$ cat src/rtl/uart_tx_param_if.sv
// Valid/ready word handshake between a byte source and the UART transmitter.
interface uart_tx_param_if #(
  parameter int unsigned DATA_BITS = 8
) ();
  logic                 tx_valid;
  logic [DATA_BITS-1:0] tx_data;
  logic                 tx_ready;

  modport master (output tx_valid, output tx_data, input tx_ready);
  modport slave  (input tx_valid, input tx_data, output tx_ready);
endinterface

$ cat src/rtl/uart_tx_param.sv
// Parametrised UART transmitter: start, DATA_BITS data (LSB first), optional parity,
// 1 or 2 stop bits, timed by an internal bit-period counter.
module uart_tx_param #(
  parameter int unsigned CLK_FREQ  = 1000000,
  parameter int unsigned BAUD      = 9600,
  parameter int unsigned DATA_BITS = 8,
  parameter int unsigned PARITY    = 0,
  parameter int unsigned STOP_BITS = 1
) (
  input  logic            clk,
  input  logic            rst,
  uart_tx_param_if.slave  bus,
  output logic            tx,
  output logic            tx_busy,
  output logic            done_tx
);

  localparam int unsigned CLKS_PER_BIT = CLK_FREQ / BAUD;
  localparam int unsigned CNT_W        = $clog2(CLKS_PER_BIT);
  localparam int unsigned BIT_W        = $clog2(DATA_BITS);
  localparam logic [CNT_W-1:0] LAST_CNT  = CNT_W'(CLKS_PER_BIT - 1);
  localparam logic [BIT_W-1:0] LAST_DATA = BIT_W'(DATA_BITS - 1);
  localparam logic [BIT_W-1:0] LAST_STOP = BIT_W'(STOP_BITS - 1);

  typedef enum logic [2:0] {StIdle, StStart, StData, StParity, StStop} state_e;

  state_e               state_q, state_d;
  logic [CNT_W-1:0]     baud_q, baud_d;
  logic [BIT_W-1:0]     bit_q, bit_d;
  logic [DATA_BITS-1:0] shift_q, shift_d;
  logic                 par_q, par_d;
  logic                 tx_q, tx_d;
  logic                 done_q, done_d;
  logic                 busy_q, busy_d;
  logic                 bit_end;

  assign bit_end      = (baud_q == LAST_CNT);
  assign bus.tx_ready = (state_q == StIdle);
  assign tx           = tx_q;
  assign tx_busy      = busy_q;
  assign done_tx      = done_q;

  always_comb begin
    state_d = state_q;
    baud_d  = baud_q;
    bit_d   = bit_q;
    shift_d = shift_q;
    par_d   = par_q;
    tx_d    = tx_q;
    done_d  = 1'b0;

    if (state_q != StIdle) begin
      baud_d = bit_end ? '0 : baud_q + 1'b1;
    end

    unique case (state_q)
      StIdle: begin
        if (bus.tx_valid) begin
          shift_d = bus.tx_data;
          // Parity bit is chosen so data+parity ones count matches the mode.
          par_d   = (PARITY == 1) ? ~(^bus.tx_data) : ^bus.tx_data;
          baud_d  = '0;
          bit_d   = '0;
          tx_d    = 1'b0;
          state_d = StStart;
        end
      end
      StStart: begin
        if (bit_end) begin
          tx_d    = shift_q[0];
          state_d = StData;
        end
      end
      StData: begin
        if (bit_end) begin
          if (bit_q == LAST_DATA) begin
            bit_d = '0;
            if (PARITY != 0) begin
              tx_d    = par_q;
              state_d = StParity;
            end else begin
              tx_d    = 1'b1;
              state_d = StStop;
            end
          end else begin
            bit_d   = bit_q + 1'b1;
            shift_d = shift_q >> 1;
            tx_d    = shift_q[1];
          end
        end
      end
      StParity: begin
        if (bit_end) begin
          tx_d    = 1'b1;
          state_d = StStop;
        end
      end
      StStop: begin
        if (bit_end) begin
          if (bit_q == LAST_STOP) begin
            bit_d   = '0;
            done_d  = 1'b1;
            state_d = StIdle;
          end else begin
            bit_d = bit_q + 1'b1;
          end
        end
      end
      default: begin
        tx_d    = 1'b1;
        state_d = StIdle;
      end
    endcase

    busy_d = (state_d != StIdle);
  end

  always_ff @(posedge clk or posedge rst) begin
    if (rst) begin
      state_q <= StIdle;
      baud_q  <= '0;
      bit_q   <= '0;
      shift_q <= '0;
      par_q   <= 1'b0;
      tx_q    <= 1'b1;
      done_q  <= 1'b0;
      busy_q  <= 1'b0;
    end else begin
      state_q <= state_d;
      baud_q  <= baud_d;
      bit_q   <= bit_d;
      shift_q <= shift_d;
      par_q   <= par_d;
      tx_q    <= tx_d;
      done_q  <= done_d;
      busy_q  <= busy_d;
    end
  end

endmodule
$ cat src/flat_wrapper.sv
// flat-port wrapper written by rule: the top's interface ports become plain ports
module uart_tx_param_flat 
#(
  parameter int unsigned CLK_FREQ  = 1000000,
  parameter int unsigned BAUD      = 9600,
  parameter int unsigned DATA_BITS = 8,
  parameter int unsigned PARITY    = 0,
  parameter int unsigned STOP_BITS = 1
)
  (clk, rst, tx, tx_busy, done_tx, bus_tx_valid, bus_tx_data, bus_tx_ready);
  uart_tx_param_if #(.DATA_BITS(DATA_BITS)) bus_i ();
  input  logic clk;
  input  logic rst;
  output logic tx;
  output logic tx_busy;
  output logic done_tx;
  input wire logic [$bits(bus_i.tx_valid)-1:0] bus_tx_valid;
  input wire logic [$bits(bus_i.tx_data)-1:0] bus_tx_data;
  output wire logic [$bits(bus_i.tx_ready)-1:0] bus_tx_ready;
  assign bus_i.tx_valid = bus_tx_valid;
  assign bus_i.tx_data = bus_tx_data;
  assign bus_tx_ready = bus_i.tx_ready;
  uart_tx_param #(.CLK_FREQ(CLK_FREQ), .BAUD(BAUD), .DATA_BITS(DATA_BITS), .PARITY(PARITY), .STOP_BITS(STOP_BITS)) u_core (.clk(clk), .rst(rst), .bus(bus_i), .tx(tx), .tx_busy(tx_busy), .done_tx(done_tx));
endmodule
$ cat config.mk
export PLATFORM = sky130hd
export DESIGN_NAME = uart_tx_param_flat
export DESIGN_NICKNAME = d
export VERILOG_FILES = /design/src/rtl/uart_tx_param_if.sv /design/src/rtl/uart_tx_param.sv /design/src/flat_wrapper.sv
export SDC_FILE = /design/constraint.sdc
export NUM_CORES = 1
export LEC_CHECK = 0
export BUFFER_PORTS_ARGS = -buffer_cell sky130_fd_sc_hd__buf_2
export CELL_PAD_IN_SITES_DETAIL_PLACEMENT = 1
export CELL_PAD_IN_SITES_GLOBAL_PLACEMENT = 1
export CORE_MARGIN = 2
export CORE_UTILIZATION = 48
export DETAILED_ROUTE_END_ITERATION = 10
export HOLD_SLACK_MARGIN = 0.08
export PLACE_DENSITY = 0.8
export SETUP_SLACK_MARGIN = 0.05
export SYNTH_ARGS = -nofsm -noshare
export SYNTH_HDL_FRONTEND = slang
export SYNTH_SLANG_ARGS = --single-unit
$ cat constraint.sdc
create_clock -name clk -period 3.4 [get_ports clk]
set_input_delay 0.34 -clock clk [delete_from_list [all_inputs] [get_ports clk]]
set_output_delay 0.34 -clock clk [all_outputs]
set_load 0.05 [all_outputs]
**After elaboration in Yosys (flattened, before gate mapping)**

Cells that the tools add are included.

- Add/subtract/negate cells: 2
- Multipliers: 0
- Div/mod/pow operators: 0
- Order comparisons: 0
- Equal/unequal tests: 12
- Shifts and indexed selects: 0
- Mux-type cells: 31
- Bitwise logic cells: 1
- Reduce and logical (&&, ||, !) cells: 9

Operators by type and width:

| cell | number |
|---|---|
| $mux 3 | 12 |
| $mux 7 | 4 |
| $mux 8 | 3 |
| $pmux 8 s2 | 1 |
| $pmux 3 s5 | 1 |
| $pmux 3 s3 | 1 |
| $reduce_bool 3->1 | 3 |
| $mux 1 | 8 |
| $ne 2x1->1 const B | 4 |
| $reduce_and 4->1 | 2 |
| $add 7x1->7 const B | 1 |
| $eq 7x7->1 const B | 1 |
| $eq 3x2->1 const B | 2 |
| $eq 3x3->1 const B | 2 |
| $logic_not 3->1 | 2 |
| $pmux 1 s5 | 1 |
| $reduce_and 5->1 | 1 |
| $ne 2x2->1 const B | 2 |
| $add 3x1->3 const B | 1 |
| $eq 3x1->1 const B | 1 |
| $reduce_bool 2->1 | 1 |
| $not 1->1 | 1 |

- Bits in registers: 24
- Latch bits: 0
- Memory bits (writable): 0
- Bits in read-only memories: 0
- Input bits: 11
- Output and inout bits: 4
- Word-level logic and storage cells: 62
- Memories: 0

**Depth between registers and ports, before layout**

Gate-level depths: netlist of run 1.

- Depth after elaboration: 5
- Depth in mapped cells: 7
- Depth with buffers taken out: 6

**Least setup slack after synthesis of run 1**

OpenSTA, ideal clock, no wires.

- Path kind: register to register
- From: register u_core.baud_q[0]
- To: register u_core.shift_q[0]
- Setup time: 0.125 ns
- Arrival time: 1.792 ns
- Required time: 3.275 ns
- Slack: 1.484 ns
- Cell stages (with the launch flop): 7
- Buffers on the path: 1
- Clock period less this slack: 1.916 ns
- Cells stage by stage: dfrtp_1 -> ha_1 -> and3_1 -> clkbuf_2 -> nand4b_2 -> a211oi_4 -> mux2_2

- Longest elaborated chain between the ends: 3

RTL lines:

| item | line | source |
|---|---|---|
| start: declaration | uart_tx_param.sv:28 | `logic [CNT_W-1:0] baud_q, baud_d;` |
| start signal: assignment | uart_tx_param.sv:130 | `baud_q <= baud_d;` |
| $eq 7x7->1 | uart_tx_param.sv:37 | `assign bit_end = (baud_q == LAST_CNT);` |
| $ne 2x1->1 (no line) | - |  |
| $reduce_and 4->1 (no line) | - |  |
| end signal: assignment | uart_tx_param.sv:132 | `shift_q <= shift_d;` |
| end: declaration | uart_tx_param.sv:30 | `logic [DATA_BITS-1:0] shift_q, shift_d;` |

No other way between the ends.
A chain may end at the register's enable or synchronous reset.

**Worst setup path in the final report of run 1**

- From: register u_core.state_q[1]
- To: output bus_tx_ready

- Longest elaborated chain between the ends: 1

RTL lines:

| item | line | source |
|---|---|---|
| start: declaration | uart_tx_param.sv:27 | `state_e state_q, state_d;` |
| start signal: assignment | uart_tx_param.sv:120 | `state_q <= StIdle;` |
| start signal: assignment | uart_tx_param.sv:129 | `state_q <= state_d;` |
| $logic_not 3->1 | uart_tx_param.sv:38 | `assign bus.tx_ready = (state_q == StIdle);` |
| end: declaration | flat_wrapper.sv:19 | `output wire logic [$bits(bus_i.tx_ready)-1:0] bus_tx_ready;` |

No other way between the ends.

==> flow_summary.toml, run 1 <==
[status]
status = "finished, final reports clean"

[global_routing]
grt-ovfl-total = 0
antenna_found_initial = 0
grt_pass1_vias = 1136
grt_max_degree = 25
grt_pass1_wl_mm = 5.20
grt_use_total_pct = 20.6

[sta]
rsz0062_at_grt = "no"
setup_violations = 0
maxSlewHeadroom_pct = 38.7
fin_tns_setup_ns = 0
max_freq_ghz = 0.420
min_period_ns = 2.38
worst_slew_pin_slew_ns = 0.919
hold_viol = 0
fin_skew_ns = 0.0135
maxSlewViolCount = 0
finalCritPeriodShare_pct = 70.1

[die]
dieHeight_um = 57.3
fp.dieW_um = 57.3
initial_utilization_pct = 49.9
io_pins = 15
core_area_um2 = 2730
rows = 19
dieArea_um2 = 3290

[yosys]
yosysSeqAreaShare_pct = 44.1
synth-edff-count = 0
synth_cell_type_count = 39
ys.warnings.count = 0
synth_seq_cells = 24
synth_area_per_cell_um2 = 10.2
synth_area_um2 = 1370
synthCells = 134
synth_top_cell_by_area = "dfrtp_1"
synth.area.top_cells = "dfrtp_1, mux2_2, o21ai_0"
yosysTopAreaCellShare_pct = 42.2
synth-async-reset-ratio_pct = 100
ys.flop_type = "dfrtp_1"
syn_nets = 149

[clocking]
cts_setup_buffers = 0
cts_buffers = 3
htree_num_levels = 1
insertion_delay_ns = 0.32
clock_path_buffers = 2
hold_buffers = 0
path_clk_slew_ns = 0.14
cts.sinks = 24
ctsResizeCount = 0
cts_tree = "built"
root_buffer = "clkbuf_4"

[worst_setup_path]
path_class = "reg2out"
path_depth = 3
crit_fanout = 19
reg2reg_depth = 5
reg2reg_from = "u_core.baud_q[0]$_DFF_PP0_"
cp.required_ns = 3.06
slowest_stage = "dfrtp_1"
critPathLaunchType = "flop"
critPathMaxStageDelay_ns = 0.64
crit_start = "u_core.state_q[1]$_DFF_PP0_"
path_buf_inv = 2
endpoint_kind = "primary output"
crit_family = "flip-flops"
cp_cell_sequence = "or3_1 -> clkinv_1 -> buf_2"
cp.arrival_ns = 2.04

[power]
leakagePower_nw = 0.642
ir_drop_mv = 0.217
powerDensity_nw_per_um2 = 306
total_power_mw = 0.448

[placement]
hpwlAfterDp_mm = 2.17
gp_congestion = 0.729
placedCellCount = 172
portBuffers = 14

[layout]
mostFrequentLayoutCells = "dfrtp_1, mux2_2, buf_2"
layout_commonest_cell = "dfrtp_1"
diodes = 0
drive_gt1_share_pct = 25.5
fillers = 318
regArea_um2 = 602
multiInputGateArea_um2 = 691
fin_nets = 161
areaGrowthSynthToFinish_pct = 7.06
final_cell_count_no_fill = 176

[detailed_routing]
drc = 0
dr.pass1.iters = 4
antenna_left = 0
wl_per_cell_um = 16.7
dr.first_iter.drc_count = 17
wl_mm = 2.93
vias_per_cell = 6.09
vias = 1072

[hold_path]
min_path_type = "in2async"

[run]
cap_violations = 0
==> power by group <==
| group | switching [mW] | leakage [nW] | internal, mW | total, mW |
|---|---|---|---|---|
| logic | 0.0108 | 0.342 | 0.0114 | 0.0223 |
| registers | 0.00238 | 0.285 | 0.290 | 0.292 |
| clock network | 0.0875 | 0.0150 | 0.0460 | 0.133 |
| total | 0.101 | 0.642 | 0.347 | 0.448 |
==> metal layers <==
| metal | share of wire, % | up-vias | routed length, µm | track usage [%] |
|---|---|---|---|---|
| li1 | - | 505 | - | - |
| met1 | 45 | 536 | 1320 | 28.0 |
| met2 | 49 | 24 | 1430 | 32.0 |
| met3 | 3.8 | 7 | 111 | 3.17 |
| met4 | 2.4 | 0 | 70 | 10.6 |
| met5 | 0 | - | 0 | 0 |
==> per-stage QoR <==
stage	worst slack [ns]	util [%]	hold slack [ns]	area, µm²
final	1.02	53.5	0.191	1460
after global routing	0.931	53.5	0.264	1460
after CTS	1.02	53.5	0.217	1460
after detailed placement	1.22	52.5	0.492	1440
after global placement	1.34	52.5	0.485	1440
after floorplan	1.48	-	0.354	1370
==> cells by family (layout without fill, tap and decap cells) <==
kind of cell	count (synthesis)	in the layout	synth area share (%)
adder cells (fa/ha/maj)	4	4	3.67
multiplexers	15	15	12.4
flip-flops	24	24	44.1
AND/OR/NAND/NOR	42	42	17.8
buffers and inverters	16	27	5.32
AO/OA/AOI/OAI	33	33	16.8
==> cells in the mapped netlist, types with 3 or more instances <==
cell type	count
mux2_2	15
nor2_1	8
nand2_1	8
buf_2	3
nand3_1	4
ha_1	4
o21ai_0	11
nand2b_1	7
dfrtp_1	23
a21oi_1	4
inv_1	8
or3_1	3
==> final timing paths <==
kind,slack [ns],to
max reg2reg,1.22,u_core.shift_q[6]$_DFFE_PP0P_
min reg2reg,0.52,u_core.shift_q[3]$_DFFE_PP0P_
min in group clk,0.28,u_core.shift_q[7]$_DFFE_PP0P_
min,0.19,u_core.shift_q[2]$_DFFE_PP0P_
max in group asynchronous,2.64,u_core.baud_q[3]$_DFF_PP0_
max,1.02,bus_tx_ready
==> cell type report <==
cell class	instances	area share (%)
repair buffers	14	4.79
clock buffers	4	1.80
multi-input cells	94	47.3
inverters	9	2.31
well taps	31	2.65
flip-flops and latches	24	41.2
==> state kept, by name (all words and copies together) (netlist names) <==
register,cells
u_core.shift_q,8
u_core.baud_q,7
u_core.bit_q,3
u_core.state_q,3
u_core.done_tx,1
u_core.tx,1
u_core.tx_busy,1
(Power assumes the default switching activity.)
==> run 2: changes to the inputs <==
- CORE_UTILIZATION: 48 -> 40
- PLACE_DENSITY: 0.8 -> 0.71
- clock period: 3.4 -> 2 ns (I/O delays scaled with it)
==> run 2 against run 1 <==
Against the previous run: sequential power rose by 70%; global-route usage fell by 2.6 points; critical path depth did not move; sequential cell count did not move; wire length rose by 8.2%; total power rose by 71%; first-iteration DRC count rose by 65%; via count rose by 2.3%; non-clock buffer count rose by 15; highest routed layer unchanged.
==> flow_summary.toml, run 2 (synthesized netlist as in run 1, its figures left out) <==
[status]
status = "finished, final reports clean"

[sta]
maxSlewViolCount = 0
fin_tns_setup_ns = 0
min_period_ns = 1.86
fin_skew_ns = 0.00960
rsz0062_at_grt = "yes"
maxSlewHeadroom_pct = 67.4
finalCritPeriodShare_pct = 93.1
hold_viol = 0
max_freq_ghz = 0.537
worst_slew_pin_slew_ns = 0.486
setup_violations = 0

[power]
powerDensity_nw_per_um2 = 473
total_power_mw = 0.766
leakagePower_nw = 0.737
ir_drop_mv = 0.254

[worst_setup_path]
worstReg2RegEnd = "u_core.bit_q[0]$_DFFE_PP0P_"
endpoint_kind = "primary output"
slowest_stage = "dfrtp_2"
path_buf_inv = 2
worst-r2r-setup-slack_ns = 0.14
path_class = "reg2out"
cp.arrival_ns = 1.66
critPathMaxStageDelay_ns = 0.51
critPathLaunchType = "flop"
reg2reg_depth = 6
cp_cell_sequence = "or3_4 -> clkinv_1 -> buf_4"
cp.required_ns = 1.80
reg2reg_from = "u_core.baud_q[0]$_DFF_PP0_"
crit_family = "flip-flops"
crit_fanout = 9

[detailed_routing]
wl_per_cell_um = 15.4
dr.pass1.iters = 2
vias = 1097
drc = 0
dr.first_iter.drc_count = 28
wl_mm = 3.17
vias_per_cell = 5.33
antenna_left = 0

[hold_path]
min_path_type = "in2reg"
hold_start = "bus_tx_data[7]"
whs_endpoint = "u_core.shift_q[7]$_DFFE_PP0P_"
whs_path_depth = 3

[layout]
largest_register = "u_core.shift_q"
reg_top3 = "u_core.shift_q (8), u_core.baud_q (7)"
drive_gt1_share_pct = 34.4
areaGrowthSynthToFinish_pct = 18.7
stdcell_area_um2 = 1620
layout_commonest_cell = "dfrtp_1"
fin_nets = 176
mostFrequentLayoutCells = "dfrtp_1, mux2_2, buf_4"
largest_register_ffs = 8
diodes = 0

[clocking]
cts_tree = "built"
root_buffer = "clkbuf_4"
cts_buffers = 3
clock_path_buffers = 2
path_clk_slew_ns = 0.14
htree_num_levels = 1
insertion_delay_ns = 0.32
cts.sinks = 24

[placement]
hpwlAfterDp_mm = 2.38
dpl-instance-area_um2 = 1540
gp_congestion = 0.745
portBuffers = 14

[global_routing]
grt_use_total_pct = 18.0
antenna_found_initial = 0
grt-ovfl-total = 0
grt_max_degree = 25
grt_pass1_vias = 1167
grt_pass1_wl_mm = 5.71

[die]
io_pins = 15
core_area_um2 = 3310
dieHeight_um = 62.4
dieArea_um2 = 3900
rows = 21
initial_utilization_pct = 41.2
fp.dieW_um = 62.4

[run]
cap_violations = 0
[run 2: final cells by class]
type                       instances  area, µm²
fill                             409       1690
multi-input combinational         94        707
inverter                           9       33.8
clock buffer                       4       26.3
tap                               46       57.6
timing repair buffer              29        191
sequential                        24        604
[run 2: power breakdown]
| part | switching (mW) | internal, mW |
|---|---|---|
| clock network | 0.150 | 0.0780 |
| registers | 0.00404 | 0.492 |
| logic | 0.0193 | 0.0221 |
| total | 0.173 | 0.593 |
[run 2: worst max path at each step]
| stage | startpoint | to | slack [ns] | depth (start not counted) |
|---|---|---|---|---|
| after floorplan | u_core.baud_q[0]$_DFF_PP0_ | u_core.shift_q[0]$_DFFE_PP0P_ | 0.08 | 6 |
| after global placement | u_core.bit_q[0]$_DFFE_PP0P_ | u_core.shift_q[3]$_DFFE_PP0P_ | 0.05 | 5 |
| after detailed placement | u_core.bit_q[0]$_DFFE_PP0P_ | u_core.shift_q[2]$_DFFE_PP0P_ | -0.04 | 5 |
| after CTS | u_core.bit_q[0]$_DFFE_PP0P_ | u_core.shift_q[2]$_DFFE_PP0P_ | 0.08 | 6 |
| after global routing | u_core.baud_q[0]$_DFF_PP0_ | u_core.bit_q[0]$_DFFE_PP0P_ | 0.03 | 6 |
| final | u_core.state_q[2]$_DFF_PP0_ | bus_tx_ready | 0.14 | 3 |
[run 2: layer usage]
layer  routed length (µm)  vias to the layer above  global-route usage, %
li1                     -                      534                      -
met1                 1490                      547                   24.8
met2                 1590                       12                   30.6
met3                   60                        4                   1.80
met4                   26                        0                   4.17
met5                    0                        -                      0
[run 2: per-stage QoR]
step / hold slack (ns) / utilization [%] / setup slack, ns / cells
finish: 0.141 / 48.9 / 0.138 / 206
global route: 0.122 / 48.9 / 0.0320 / 206
CTS: 0.139 / 48.2 / 0.0755 / 205
detailed placement: 0.269 / 46.4 / -0.0413 / 198
global placement: 0.253 / 46.4 / 0.0495 / 198
floorplan: 0.214 / - / 0.0836 / 134
[run 2: worst reg2reg max path, cell delays in order (launching register included)]
cell and delay, ns:
dfrtp_1 0.41, ha_1 0.18, and3_1 0.25, buf_4 0.18, o211ai_1 0.09, a21oi_1 0.28, mux2_2 0.38
[run 2: repair_timing]
action / 4_1_cts / 5_1_grt
hold buffers: 1 / 0
buffers inserted: 2 / 1
gates resized for setup: 2 / 5
pin swaps: 1 / 1
hold endpoints to repair: 23 / 0
setup endpoints to repair: 8 / 7
==> run 3: changes to the inputs <==
- PLACE_DENSITY: 0.71 -> 0.81
==> run 3 against run 2 <==
Against the previous run: sequential power about the same; total power up 4.8%; critical path type is now reg2reg; sequential cell count unchanged; count of clock-buffer cells in the layout unchanged; via count up 1.6%; clock power rose by 16%; utilization fell by 0.34 points; sequential share of layout area is 0.26 points higher; final area fell by 0.69%; first-iteration DRC count shrank 11%; fmax shrank 2.4%; global-route usage up 1.3 points.
==> flow_summary.toml, run 3 (synthesized netlist as in run 1, its figures left out) <==
[status]
status = "finished, final reports clean"

[clocking]
cts_buffers = 3
cts_tree = "built"
insertion_delay_ns = 0.31
clock_path_buffers = 2
htree_num_levels = 1
root_buffer = "clkbuf_4"
path_clk_slew_ns = 0.14
cts.sinks = 24

[detailed_routing]
wl_mm = 3.47
dr.pass1.iters = 4
dr.first_iter.drc_count = 25
vias = 1115
wl_per_cell_um = 17.0
vias_per_cell = 5.47
antenna_left = 0
drc = 0

[sta]
min_period_ns = 1.91
fin_tns_setup_ns = 0
hold_viol = 0
rsz0062_at_grt = "yes"
max_freq_ghz = 0.524
fin_skew_ns = 0.00533
setup_violations = 0
finalCritPeriodShare_pct = 95.4
maxSlewViolCount = 0
worst_slew_pin_slew_ns = 0.421
worst_slack_ns = 0.0914
maxSlewHeadroom_pct = 71.8

[global_routing]
grt_pass1_wl_mm = 6.20
grt_use_total_pct = 19.3
grt_max_degree = 25
antenna_found_initial = 0
grt-ovfl-total = 0
grt_pass1_vias = 1244

[worst_setup_path]
reg2reg_from = "u_core.bit_q[0]$_DFFE_PP0P_"
endpoint_kind = "flop"
reg2reg_depth = 6
crit_fanout = 8
worst-r2r-setup-slack_ns = 0.09
cp_cell_sequence = "ha_1 -> ha_1 -> nand4b_2 -> a211oi_4 -> buf_6 -> mux2_2"
slowest_stage = "dfrtp_1"
path_class = "reg2reg"
worstReg2RegEnd = "u_core.shift_q[2]$_DFFE_PP0P_"
cp.required_ns = 2.22
crit_top_cell = "ha_1"
critPathMaxStageDelay_ns = 0.41
critPathLaunchType = "flop"
cp.arrival_ns = 2.13

[run]
cap_violations = 0

[layout]
reg_top3 = "u_core.shift_q (8), u_core.baud_q (7)"
areaGrowthSynthToFinish_pct = 17.9
layout_commonest_cell = "dfrtp_1"
mostFrequentLayoutCells = "dfrtp_1, mux2_2, buf_2"
drive_gt1_share_pct = 34.2
largest_register = "u_core.shift_q"
diodes = 0
fin_nets = 174
largest_register_ffs = 8
fillers = 383
final_cell_count_no_fill = 204

[die]
dieHeight_um = 62.4
core_area_um2 = 3310
fp.dieW_um = 62.4
dieArea_um2 = 3900
initial_utilization_pct = 41.2
io_pins = 15
rows = 21

[placement]
portBuffers = 14
hpwlAfterDp_mm = 2.46
placedCellCount = 198
post-place-ws_ns = 0.0310
gp_congestion = 0.855

[hold_path]
whs_path_depth = 3
hold_start = "bus_tx_data[7]"
whs_endpoint = "u_core.shift_q[7]$_DFFE_PP0P_"
min_path_type = "in2reg"

[power]
ir_drop_mv = 0.340
powerDensity_nw_per_um2 = 499
leakagePower_nw = 0.716
run 3: worst max-delay path by stage:
| stage | from | endpoint | slack [ns] |
|---|---|---|---|
| after floorplan | u_core.baud_q[0]$_DFF_PP0_ | u_core.shift_q[0]$_DFFE_PP0P_ | 0.08 |
| after global placement | u_core.bit_q[0]$_DFFE_PP0P_ | u_core.shift_q[5]$_DFFE_PP0P_ | 0.10 |
| after detailed placement | u_core.bit_q[0]$_DFFE_PP0P_ | u_core.shift_q[2]$_DFFE_PP0P_ | 0.03 |
| after CTS | u_core.bit_q[0]$_DFFE_PP0P_ | u_core.shift_q[2]$_DFFE_PP0P_ | 0.06 |
| after global routing | u_core.bit_q[0]$_DFFE_PP0P_ | u_core.shift_q[2]$_DFFE_PP0P_ | 0.02 |
| final | u_core.bit_q[0]$_DFFE_PP0P_ | u_core.shift_q[2]$_DFFE_PP0P_ | 0.09 |
run 3: repair_timing:
item,CTS,global route
endpoints found under the setup margin,8,9
resized for setup,3,3
hold endpoints to repair,23,0
hold buffers,1,0
pin swaps,0,1
buffers inserted,1,0
run 3: layer usage:
metal / up-vias / GRT usage [%] / share of wire [%]
met4: 0 / 5.28 / 1.3
met5: - / 0 / 0
met3: 4 / 1.80 / 1.9
met1: 569 / 26.7 / 46
li1: 529 / - / -
met2: 13 / 32.5 / 51
run 3: area by class of cell:
class | count | area (µm²) | area share, %
Inverter | 9 | 33.8 | 2.10
Tap cell | 46 | 57.6 | 3.58
Sequential cell | 24 | 604 | 37.6
Multi-Input combinational cell | 94 | 701 | 43.5
Timing Repair Buffer | 27 | 176 | 11.0
Clock buffer | 4 | 36.3 | 2.26
run 3: critical path, delay by kind of cell, from the launching register on:
| kind | cells | cell delay, ns |
|---|---|---|
| AND/OR/NAND/NOR | 1 | 0.24 |
| multiplexers | 1 | 0.34 |
| flip-flops | 1 | 0.41 |
| AO/OA/AOI/OAI | 1 | 0.23 |
| adder cells (fa/ha/maj) | 2 | 0.43 |
| buffers and inverters | 1 | 0.16 |
run 3: metrics by stage:
stage / hold slack, ns / area [µm²] / util, % / total power [mW]
final: 0.131 / 1610 / 48.6 / 0.803
after floorplan: 0.214 / 1370 / - / 0.528
after global placement: 0.252 / 1540 / 46.4 / 0.543
after detailed placement: 0.289 / 1540 / 46.4 / 0.547
after global routing: 0.142 / 1610 / 48.6 / 0.835
after CTS: 0.132 / 1600 / 48.4 / 0.813
run 3: report_power, final:
group	internal [mW]	switching, mW	leakage [nW]
clock network	0.111	0.153	0.0210
registers	0.493	0.00424	0.281
logic	0.0220	0.0196	0.414
